==> src/rtl/istream_pack_buffer_if.sv <==
// Handshake and status bundle for istream_pack_buffer.
// Input beat stream, packed output stream and buffer occupancy status.
interface istream_pack_buffer_if #(
  parameter int DATA_WIDTH = 32,
  parameter int PACK_RATIO = 2,
  parameter int DEPTH      = 8
);
  localparam int WW = DATA_WIDTH * PACK_RATIO;
  localparam int LW = $clog2(DEPTH + 1);

  logic                  istream_valid;
  logic [DATA_WIDTH-1:0] istream_data;
  logic                  istream_last;
  logic                  istream_ready;
  logic                  istream_flush;

  logic                  ostream_valid;
  logic [WW-1:0]         ostream_data;
  logic                  ostream_last;
  logic                  ostream_ready;

  logic                  istream_buff_full;
  logic                  istream_buff_empty;
  logic                  istream_buff_afull;
  logic [LW-1:0]         istream_buff_level;

  modport master (
    output istream_valid,
    output istream_data,
    output istream_last,
    output istream_flush,
    output ostream_ready,
    input  istream_ready,
    input  ostream_valid,
    input  ostream_data,
    input  ostream_last,
    input  istream_buff_full,
    input  istream_buff_empty,
    input  istream_buff_afull,
    input  istream_buff_level
  );

  modport slave (
    input  istream_valid,
    input  istream_data,
    input  istream_last,
    input  istream_flush,
    input  ostream_ready,
    output istream_ready,
    output ostream_valid,
    output ostream_data,
    output ostream_last,
    output istream_buff_full,
    output istream_buff_empty,
    output istream_buff_afull,
    output istream_buff_level
  );
endinterface

==> src/rtl/istream_pack_buffer.sv <==
// Packs PACK_RATIO input beats into one wide word and queues
// the words in a first-word-fall-through buffer.
module istream_pack_buffer #(
  parameter int DATA_WIDTH   = 32,
  parameter int PACK_RATIO   = 2,
  parameter int DEPTH        = 8,
  parameter int AFULL_THRESH = 6
) (
  input logic istream_clk,
  input logic istream_rst,
  istream_pack_buffer_if.slave bus
);
  localparam int WW = DATA_WIDTH * PACK_RATIO;
  localparam int CW = (PACK_RATIO > 1) ? $clog2(PACK_RATIO) : 1;
  localparam int PW = $clog2(DEPTH);
  localparam int LW = $clog2(DEPTH + 1);

  logic          rdy_en_q;
  logic [CW-1:0] cnt_q, cnt_d;
  logic [WW-1:0] acc_q, acc_d;
  logic [WW-1:0] word;
  logic [PW-1:0] wr_q, wr_d;
  logic [PW-1:0] rd_q, rd_d;
  logic [LW-1:0] lvl_q, lvl_d;
  logic [WW:0]   mem_q [DEPTH];

  logic full, empty, push, pop, close, flush;

  assign flush = bus.istream_flush;
  assign full  = (lvl_q == LW'(DEPTH));
  assign empty = (lvl_q == '0);
  assign push  = bus.istream_valid && bus.istream_ready;
  assign pop   = !empty && bus.ostream_ready;
  assign close = push &&
    ((cnt_q == CW'(PACK_RATIO - 1)) || bus.istream_last);

  assign bus.istream_ready = rdy_en_q && !full && !flush;

  // Lanes above the current beat are still zero in acc_q.
  always_comb begin
    word = acc_q;
    for (int k = 0; k < PACK_RATIO; k++) begin
      if (cnt_q == CW'(k)) begin
        word[k*DATA_WIDTH +: DATA_WIDTH] = bus.istream_data;
      end
    end
  end

  always_comb begin
    cnt_d = cnt_q;
    acc_d = acc_q;
    wr_d  = wr_q;
    rd_d  = rd_q;
    lvl_d = lvl_q;
    if (flush) begin
      cnt_d = '0;
      acc_d = '0;
      wr_d  = '0;
      rd_d  = '0;
      lvl_d = '0;
    end else begin
      if (close) begin
        cnt_d = '0;
        acc_d = '0;
        wr_d  = wr_q + PW'(1);
      end else if (push) begin
        cnt_d = cnt_q + CW'(1);
        acc_d = word;
      end
      if (pop) begin
        rd_d = rd_q + PW'(1);
      end
      if (close && !pop) begin
        lvl_d = lvl_q + LW'(1);
      end else if (!close && pop) begin
        lvl_d = lvl_q - LW'(1);
      end
    end
  end

  always_ff @(posedge istream_clk or posedge istream_rst) begin
    if (istream_rst) begin
      rdy_en_q <= 1'b0;
      cnt_q    <= '0;
      acc_q    <= '0;
      wr_q     <= '0;
      rd_q     <= '0;
      lvl_q    <= '0;
    end else begin
      rdy_en_q <= 1'b1;
      cnt_q    <= cnt_d;
      acc_q    <= acc_d;
      wr_q     <= wr_d;
      rd_q     <= rd_d;
      lvl_q    <= lvl_d;
    end
  end

  always_ff @(posedge istream_clk) begin
    if (close && !flush) begin
      mem_q[wr_q] <= {bus.istream_last, word};
    end
  end

  // Storage is never cleared; gating on empty gives zeroed outputs.
  assign bus.ostream_valid = !empty;
  assign {bus.ostream_last, bus.ostream_data} =
    empty ? '0 : mem_q[rd_q];

  assign bus.istream_buff_full  = full;
  assign bus.istream_buff_empty = empty;
  assign bus.istream_buff_afull = (lvl_q >= LW'(AFULL_THRESH));
  assign bus.istream_buff_level = lvl_q;
endmodule

==> src/flat_wrapper.sv <==
// flat-port wrapper written by rule: the top's interface ports become plain ports
module istream_pack_buffer_flat 
#(
  parameter int DATA_WIDTH   = 32,
  parameter int PACK_RATIO   = 2,
  parameter int DEPTH        = 8,
  parameter int AFULL_THRESH = 6
)
  (istream_clk, istream_rst, bus_istream_valid, bus_istream_data, bus_istream_last, bus_istream_flush, bus_ostream_ready, bus_istream_ready, bus_ostream_valid, bus_ostream_data, bus_ostream_last, bus_istream_buff_full, bus_istream_buff_empty, bus_istream_buff_afull, bus_istream_buff_level);
  istream_pack_buffer_if #(.DATA_WIDTH(DATA_WIDTH), .PACK_RATIO(PACK_RATIO), .DEPTH(DEPTH)) bus_i ();
  input logic istream_clk;
  input logic istream_rst;
  input wire logic [$bits(bus_i.istream_valid)-1:0] bus_istream_valid;
  input wire logic [$bits(bus_i.istream_data)-1:0] bus_istream_data;
  input wire logic [$bits(bus_i.istream_last)-1:0] bus_istream_last;
  input wire logic [$bits(bus_i.istream_flush)-1:0] bus_istream_flush;
  input wire logic [$bits(bus_i.ostream_ready)-1:0] bus_ostream_ready;
  output wire logic [$bits(bus_i.istream_ready)-1:0] bus_istream_ready;
  output wire logic [$bits(bus_i.ostream_valid)-1:0] bus_ostream_valid;
  output wire logic [$bits(bus_i.ostream_data)-1:0] bus_ostream_data;
  output wire logic [$bits(bus_i.ostream_last)-1:0] bus_ostream_last;
  output wire logic [$bits(bus_i.istream_buff_full)-1:0] bus_istream_buff_full;
  output wire logic [$bits(bus_i.istream_buff_empty)-1:0] bus_istream_buff_empty;
  output wire logic [$bits(bus_i.istream_buff_afull)-1:0] bus_istream_buff_afull;
  output wire logic [$bits(bus_i.istream_buff_level)-1:0] bus_istream_buff_level;
  assign bus_i.istream_valid = bus_istream_valid;
  assign bus_i.istream_data = bus_istream_data;
  assign bus_i.istream_last = bus_istream_last;
  assign bus_i.istream_flush = bus_istream_flush;
  assign bus_i.ostream_ready = bus_ostream_ready;
  assign bus_istream_ready = bus_i.istream_ready;
  assign bus_ostream_valid = bus_i.ostream_valid;
  assign bus_ostream_data = bus_i.ostream_data;
  assign bus_ostream_last = bus_i.ostream_last;
  assign bus_istream_buff_full = bus_i.istream_buff_full;
  assign bus_istream_buff_empty = bus_i.istream_buff_empty;
  assign bus_istream_buff_afull = bus_i.istream_buff_afull;
  assign bus_istream_buff_level = bus_i.istream_buff_level;
  istream_pack_buffer #(.DATA_WIDTH(DATA_WIDTH), .PACK_RATIO(PACK_RATIO), .DEPTH(DEPTH), .AFULL_THRESH(AFULL_THRESH)) u_core (.istream_clk(istream_clk), .istream_rst(istream_rst), .bus(bus_i));
endmodule
==> config.mk <==
export PLATFORM = sky130hd
export DESIGN_NAME = istream_pack_buffer_flat
export DESIGN_NICKNAME = d
export VERILOG_FILES = /design/src/rtl/istream_pack_buffer_if.sv /design/src/rtl/istream_pack_buffer.sv /design/src/flat_wrapper.sv
export SDC_FILE = /design/constraint.sdc
export NUM_CORES = 1
export LEC_CHECK = 0
export ABC_AREA = 1
export CELL_PAD_IN_SITES_DETAIL_PLACEMENT = 1
export CELL_PAD_IN_SITES_GLOBAL_PLACEMENT = 1
export CORE_MARGIN = 5
export CORE_UTILIZATION = 40
export CTS_BUF_LIST = sky130_fd_sc_hd__clkbuf_8 sky130_fd_sc_hd__clkbuf_16
export DETAILED_ROUTE_END_ITERATION = 8
export PLACE_DENSITY = 0.77
export SLEW_MARGIN = 40
export SYNTH_ARGS = -nofsm -noshare
export SYNTH_HDL_FRONTEND = slang
export SYNTH_SLANG_ARGS = --single-unit
export TNS_END_PERCENT = 20
==> constraint.sdc <==
create_clock -name istream_clk -period 17.2 [get_ports istream_clk]
set_input_delay 1.72 -clock istream_clk [delete_from_list [all_inputs] [get_ports istream_clk]]
set_output_delay 1.72 -clock istream_clk [all_outputs]
set_load 0.02 [all_outputs]
# After elaboration in Yosys (flattened, before gate mapping)
# Memory sizes are Yosys's and may differ from the RTL's.
# Index checks and enable logic that the tools add are counted.
[op_classes]
n_reduce_logical = 19
eq_ne = 1
n_addsub = 5
n_lt_le_gt_ge = 1
n_mux = 18
[op_table]
columns = ["operator", "count"]
rows = [
  ["two-way mux 64 bit", 3],
  ["two-way mux 65 bit", 1],
  ["two-way mux 32 bit", 2],
  ["two-way mux 3 bit", 4],
  ["two-way mux 4 bit", 3],
  ["logical AND 1 bit", 8],
  ["adder 3 x 1 -> 3 bit, second input constant", 2],
  ["nonzero test 3 bit", 2],
  ["logical NOT 1 bit", 5],
  ["two-way mux 1 bit", 5],
  ["adder 4 x 1 -> 4 bit, second input constant", 1],
  ["== test 4 bit, second input constant", 1],
  ["greater-or-equal comparator 4 x 3 -> 1 bit, second input constant", 1],
  ["logical NOT 4 bit", 1],
  ["nonzero test 2 bit", 2],
  ["subtractor 4 x 1 -> 4 bit, second input constant", 1],
  ["adder 1 bit, second input constant", 1],
  ["logical OR 1 bit", 1],
]
[totals]
mem_count = 1
inputBits = 38
mem_bits_rw = 520
reg_bits = 76
[mem_list]
columns = ["memory", "depth", "word_bits", "read_ports", "rd_ports_with_merged_regs", "write_ports", "line_no", "text"]
rows = [
  ["u_core.mem_q", 8, 65, 1, 0, 1, "istream_pack_buffer.sv:25", "logic [WW:0] mem_q [DEPTH];"],
]

# Depth between registers and ports, before layout
[logic_depth]
ltp_word = 11
mapped_depth = 15

# Worst setup path before layout
# No wires, ideal clock.
[synth_timing]
path_kind = "input to register"
start = "in bus_istream_flush"
end = "mem u_core.mem_q[2][0] in the netlist's numbering, enable pin"
path_stages = 5
setup_slack_ns = 9.938
path_buffers = 0
t_arrival_ns = 6.694
required_ns = 16.632
path_cell_list = "nor2_2 -> nand4_4 -> inv_1 -> nand2_1 -> nor3_1"
[synth_via]
elab_chain_len = 7
[synth_rtl]
columns = ["item", "line_no", "text"]
rows = [
  ["from (decl)", "flat_wrapper.sv:16", "input wire logic [$bits(bus_i.istream_flush)-1:0] bus_istream_flush;"],
  ["logical NOT 1 bit (*)", "istream_pack_buffer.sv:37, istream_pack_buffer.sv:100", ""],
  ["logical AND 1 bit", "istream_pack_buffer.sv:37", "assign bus.istream_ready = rdy_en_q && !full && !flush;"],
  ["logical AND 1 bit", "istream_pack_buffer.sv:32", "assign push = bus.istream_valid && bus.istream_ready;"],
  ["logical AND 1 bit", "istream_pack_buffer.sv:34", "assign close = push &&"],
  ["logical AND 1 bit (*)", "istream_pack_buffer.sv:100", "if (close && !flush) begin"],
  ["two-way mux 1 bit (*)", "istream_pack_buffer.sv:100", ""],
  ["two-way mux 1 bit (implied by the code) (*)", "istream_pack_buffer.sv:101", "mem_q[wr_q] <= {bus.istream_last, word};"],
  ["to (decl)", "istream_pack_buffer.sv:25", ""],
]
# Every way passes the cells marked *; elsewhere a longest branch is shown, timed or not.

# Final worst setup path
[layout_timing]
start = "reg u_core.rd_q[0]"
end = "out bus_ostream_data[59]"
[layout_via]
elab_chain_len = 2
[layout_rtl]
columns = ["item", "line_no", "text"]
rows = [
  ["from (decl)", "istream_pack_buffer.sv:23", "logic [PW-1:0] rd_q, rd_d;"],
  ["from (signal assigned)", "istream_pack_buffer.sv:94", "rd_q <= rd_d;"],
  ["memory read (8 x 65 bit)", "--", ""],
  ["two-way mux 65 bit", "istream_pack_buffer.sv:108", "empty ? '0 : mem_q[rd_q];"],
  ["to (decl)", "flat_wrapper.sv:20", "output wire logic [$bits(bus_i.ostream_data)-1:0] bus_ostream_data;"],
]
# No other way between the ends.

==> impl_metrics.py <==
metrics = {
    "hold_path": {
        "hp-start": "u_core.acc_q[27]",
        "hp-class": "reg -> reg",
    },
    "timing": {
        "rsz0062_at_grt": "no",
        "post-route-period-util": 0.3511,
        "fmax_ghz": 0.1656,
        "finalHoldViolCount": 0,
        "tightest_slew_ns": 0.8611,
        "finalSetupViolations": 0,
        "drv_slew": 0,
        "period_minus_slack_ns": 6.040,
        "finClkSkew_ns": 0.01202,
        "slew_headroom": 0.4199,
        "fin_tns_setup_ns": 0,
    },
    "layout": {
        "drive_gt1_frac": 0.06895,
        "final_cell_mix": "524 x nor2_1, 520 x edfxtp_1, 204 x o21ai_1",
        "antenna_cells": 0,
        "finalNonFillerCells": 3030,
        "layout.cells.most_common": "nor2_1",
        "final_cell_area_sq_um": 28040,
        "nets": 2241,
        "synthToLayoutAreaGrowth_pct": 14.66,
    },
    "clock_tree": {
        "clk_pin_slew_ns": 0.06,
        "cts_resized": 0,
        "postCtsHoldBufs": 0,
        "cts-buffers-inserted": 59,
        "tritoncts": "built",
        "root_buffer": "clkbuf_16",
        "clk_latency_ns": 0.61,
        "htree_levels": 2,
        "postCtsSetupRepairBufs": 0,
        "clockBufferDepth": 3,
        "cts_sinks": 596,
    },
    "critical_path": {
        "cp_cell_sequence": "buf_4 > buf_6 > nor2_1 > nor2_1 > o21ai_1 > nand3_1 > nand2_1 > a31oi_1 > clkdlybuf4s50_1",
        "critical_path_buf_inv_count": 3,
        "timing.rr.start": "u_core.cnt_q",
        "cp_max_fo": 91,
        "cp-start-kind": "flip-flop",
        "crit_top_cell": "nor2_1",
        "cp-startpoint": "u_core.rd_q[0]",
        "cp_top_family": "buffers and inverters",
        "cp_slowest_stage_delay_ns": 0.68,
        "cp.required_ns": 15.48,
        "end_kind": "primary output",
        "worstSetupPathType": "reg -> out",
        "worstPathArrival_ns": 4.32,
        "critPathSlowestCell": "dfrtp_4",
    },
    "detailed_routing": {
        "vias": 17150,
        "drc": 0,
        "drtPass1Iterations": 5,
        "wirelength_mm": 72.81,
        "viasPerCell": 5.661,
        "ant_nets": 0,
        "wl_per_cell_um": 24.03,
        "detail_route.iter0.violations": 1580,
    },
    "yosys": {
        "synth_seq_cells": 596,
        "yosysSeqAreaShare": 0.7162,
        "yosysWarnings": 0,
        "syn_avg_cell_area_sq_um": 11.48,
        "syn_area_sq_um": 24460,
        "yosys.cell_types.count": 27,
        "synthCells": 2131,
        "synthesis.nets": 2174,
    },
    "grt": {
        "grt_pass1_wl_mm": 110.2,
        "grt_max_degree": 99,
        "grt_pass1_vias": 18250,
        "antenna_found_initial": 0,
        "track_usage": 0.2151,
        "gr-total-overflow": 0,
    },
    "power_and_ir_drop": {
        "power_density_nw_per_um2": 144.5,
        "vdd_ir_drop_max_mv": 0.09357,
        "p_leak_nw": 9.908,
    },
    "floorplan": {
        "ioPinCount": 112,
        "die_area_sq_um": 66190,
        "start_util": 0.4045,
        "core-area_sq_um": 60470,
        "die_h_um": 257.3,
        "row_count": 90,
        "die_x_um": 257.3,
    },
    "placed_design": {
        "dp_cells": 2919,
        "globalplace.congestion": 0.7875,
        "placement.io_buffers": 111,
        "hpwl_mm": 41.38,
        "dpl_cell_area_sq_um": 26160,
    },
    "job": {
        "max_cap_violations": 0,
    },
    "status": {
        "status": "completed",
    },
}
synth_stat cells:
| cell type | number | area [sq um] |
|---|---|---|
| nand3_2 | 2 | 20.02 |
| buf_1 | 8 | 30.03 |
| ha_1 | 4 | 50.05 |
| o21ai_0 | 245 | 1226 |
| inv_1 | 79 | 296.5 |
| fa_1 | 1 | 20.02 |
| conb_1 | 1 | 3.750 |
| a31oi_1 | 65 | 406.6 |
| inv_4 | 2 | 12.51 |
| a21oi_1 | 4 | 20.02 |
| o21ai_1 | 149 | 745.7 |
| nor3_1 | 5 | 25.02 |
| xor2_1 | 1 | 8.760 |
| nor2_2 | 5 | 31.28 |
| nand4_4 | 1 | 21.27 |
| clkbuf_2 | 5 | 25.02 |
| nand2_2 | 4 | 25.02 |
| buf_2 | 43 | 215.2 |
| nand3_1 | 136 | 680.7 |
| nand2_1 | 156 | 585.6 |
| inv_2 | 6 | 22.52 |
| clkbuf_1 | 53 | 198.9 |
| edfxtp_1 | 520 | 15610 |
| nor2_1 | 528 | 1982 |
| buf_4 | 19 | 142.6 |
| dfrtp_1 | 76 | 1902 |
| buf_6 | 13 | 146.4 |
state kept, by name, indices dropped and copies added, names as in the netlist:
| name | cells |
|---|---|
| u_core.bus.istream_buff_level | 4 |
| u_core.rdy_en_q | 1 |
| u_core.cnt_q | 1 |
| u_core.mem_q | 520 |
| u_core.acc_q | 64 |
| u_core.rd_q | 3 |
| u_core.wr_q | 3 |
layout make-up:
class | instances | area [sq um]
clock buffers | 68 | 1623
multi-input cells | 1307 | 5911
repair buffers | 147 | 1413
fillers | 6307 | 32430
inverters | 87 | 340.3
flip-flops and latches | 596 | 17530
well taps | 782 | 978.4
clock inverters | 43 | 250.2
cells by family after synthesis:
family,share of synthesized area
AO/OA/AOI/OAI,0.09807
XOR/XNOR,0.0003582
adder cells (fa/ha/maj),0.002865
buffers and inverters,0.04456
flip-flops,0.7162
other,0.0001533
AND/OR/NAND/NOR,0.1378
worst reg2reg max path, cell delays in order, from the launching register on:
cell	delay, ns
dfrtp_2	0.35
buf_4	0.54
inv_2	0.05
buf_4	0.37
nand2_2	0.22
nand4_4	0.15
inv_1	0.17
nand2_1	0.24
nor3_2	0.19
buf_4	0.55
buf_4	0.67
metal layers:
metal,up-vias,global-route usage,routed length [um]
li1,7586,-,-
met1,8796,0.2843,30120
met2,638,0.3600,34990
met3,132,0.04275,5569
met4,0,0.06904,2123
met5,-,0,0
power breakdown:
group | internal [mW] | total (mW) | leakage (nW) | switching (mW)
combinational | 0.388 | 1.16 | 3.18 | 0.768
clock | 0.700 | 1.24 | 0.970 | 0.544
sequential | 1.62 | 1.65 | 5.76 | 0.0276
path summary, 6_finish.rpt:
check | end | slack (ns) | depth (start not counted)
worst max register to register | u_core.mem_q[2][64] | 13.30 | 10
worst min register to register | u_core.acc_q[27] | 0.52 | 2
max in group asynchronous | u_core.rd_q[1] | 14.56 | 3
min in group asynchronous | u_core.acc_q[62] | 1.52 | 2
worst max-delay path | bus_ostream_data[59] | 11.16 | 9
worst min-delay path | u_core.acc_q[27] | 0.52 | 2
through the flow:
step | utilization | hold slack, ns | power [mW] | setup slack, ns
after global routing | 0.4638 | 0.5479 | 4.232 | 11.00
after floorplan | - | 0.4831 | 2.355 | 9.938
after CTS | 0.4636 | 0.5218 | 4.075 | 11.20
after global placement | 0.4320 | 0.4977 | 2.792 | 11.71
after detailed placement | 0.4327 | 0.5037 | 2.834 | 11.85
final | 0.4638 | 0.5223 | 4.052 | 11.16
(Power assumes the default switching activity.)
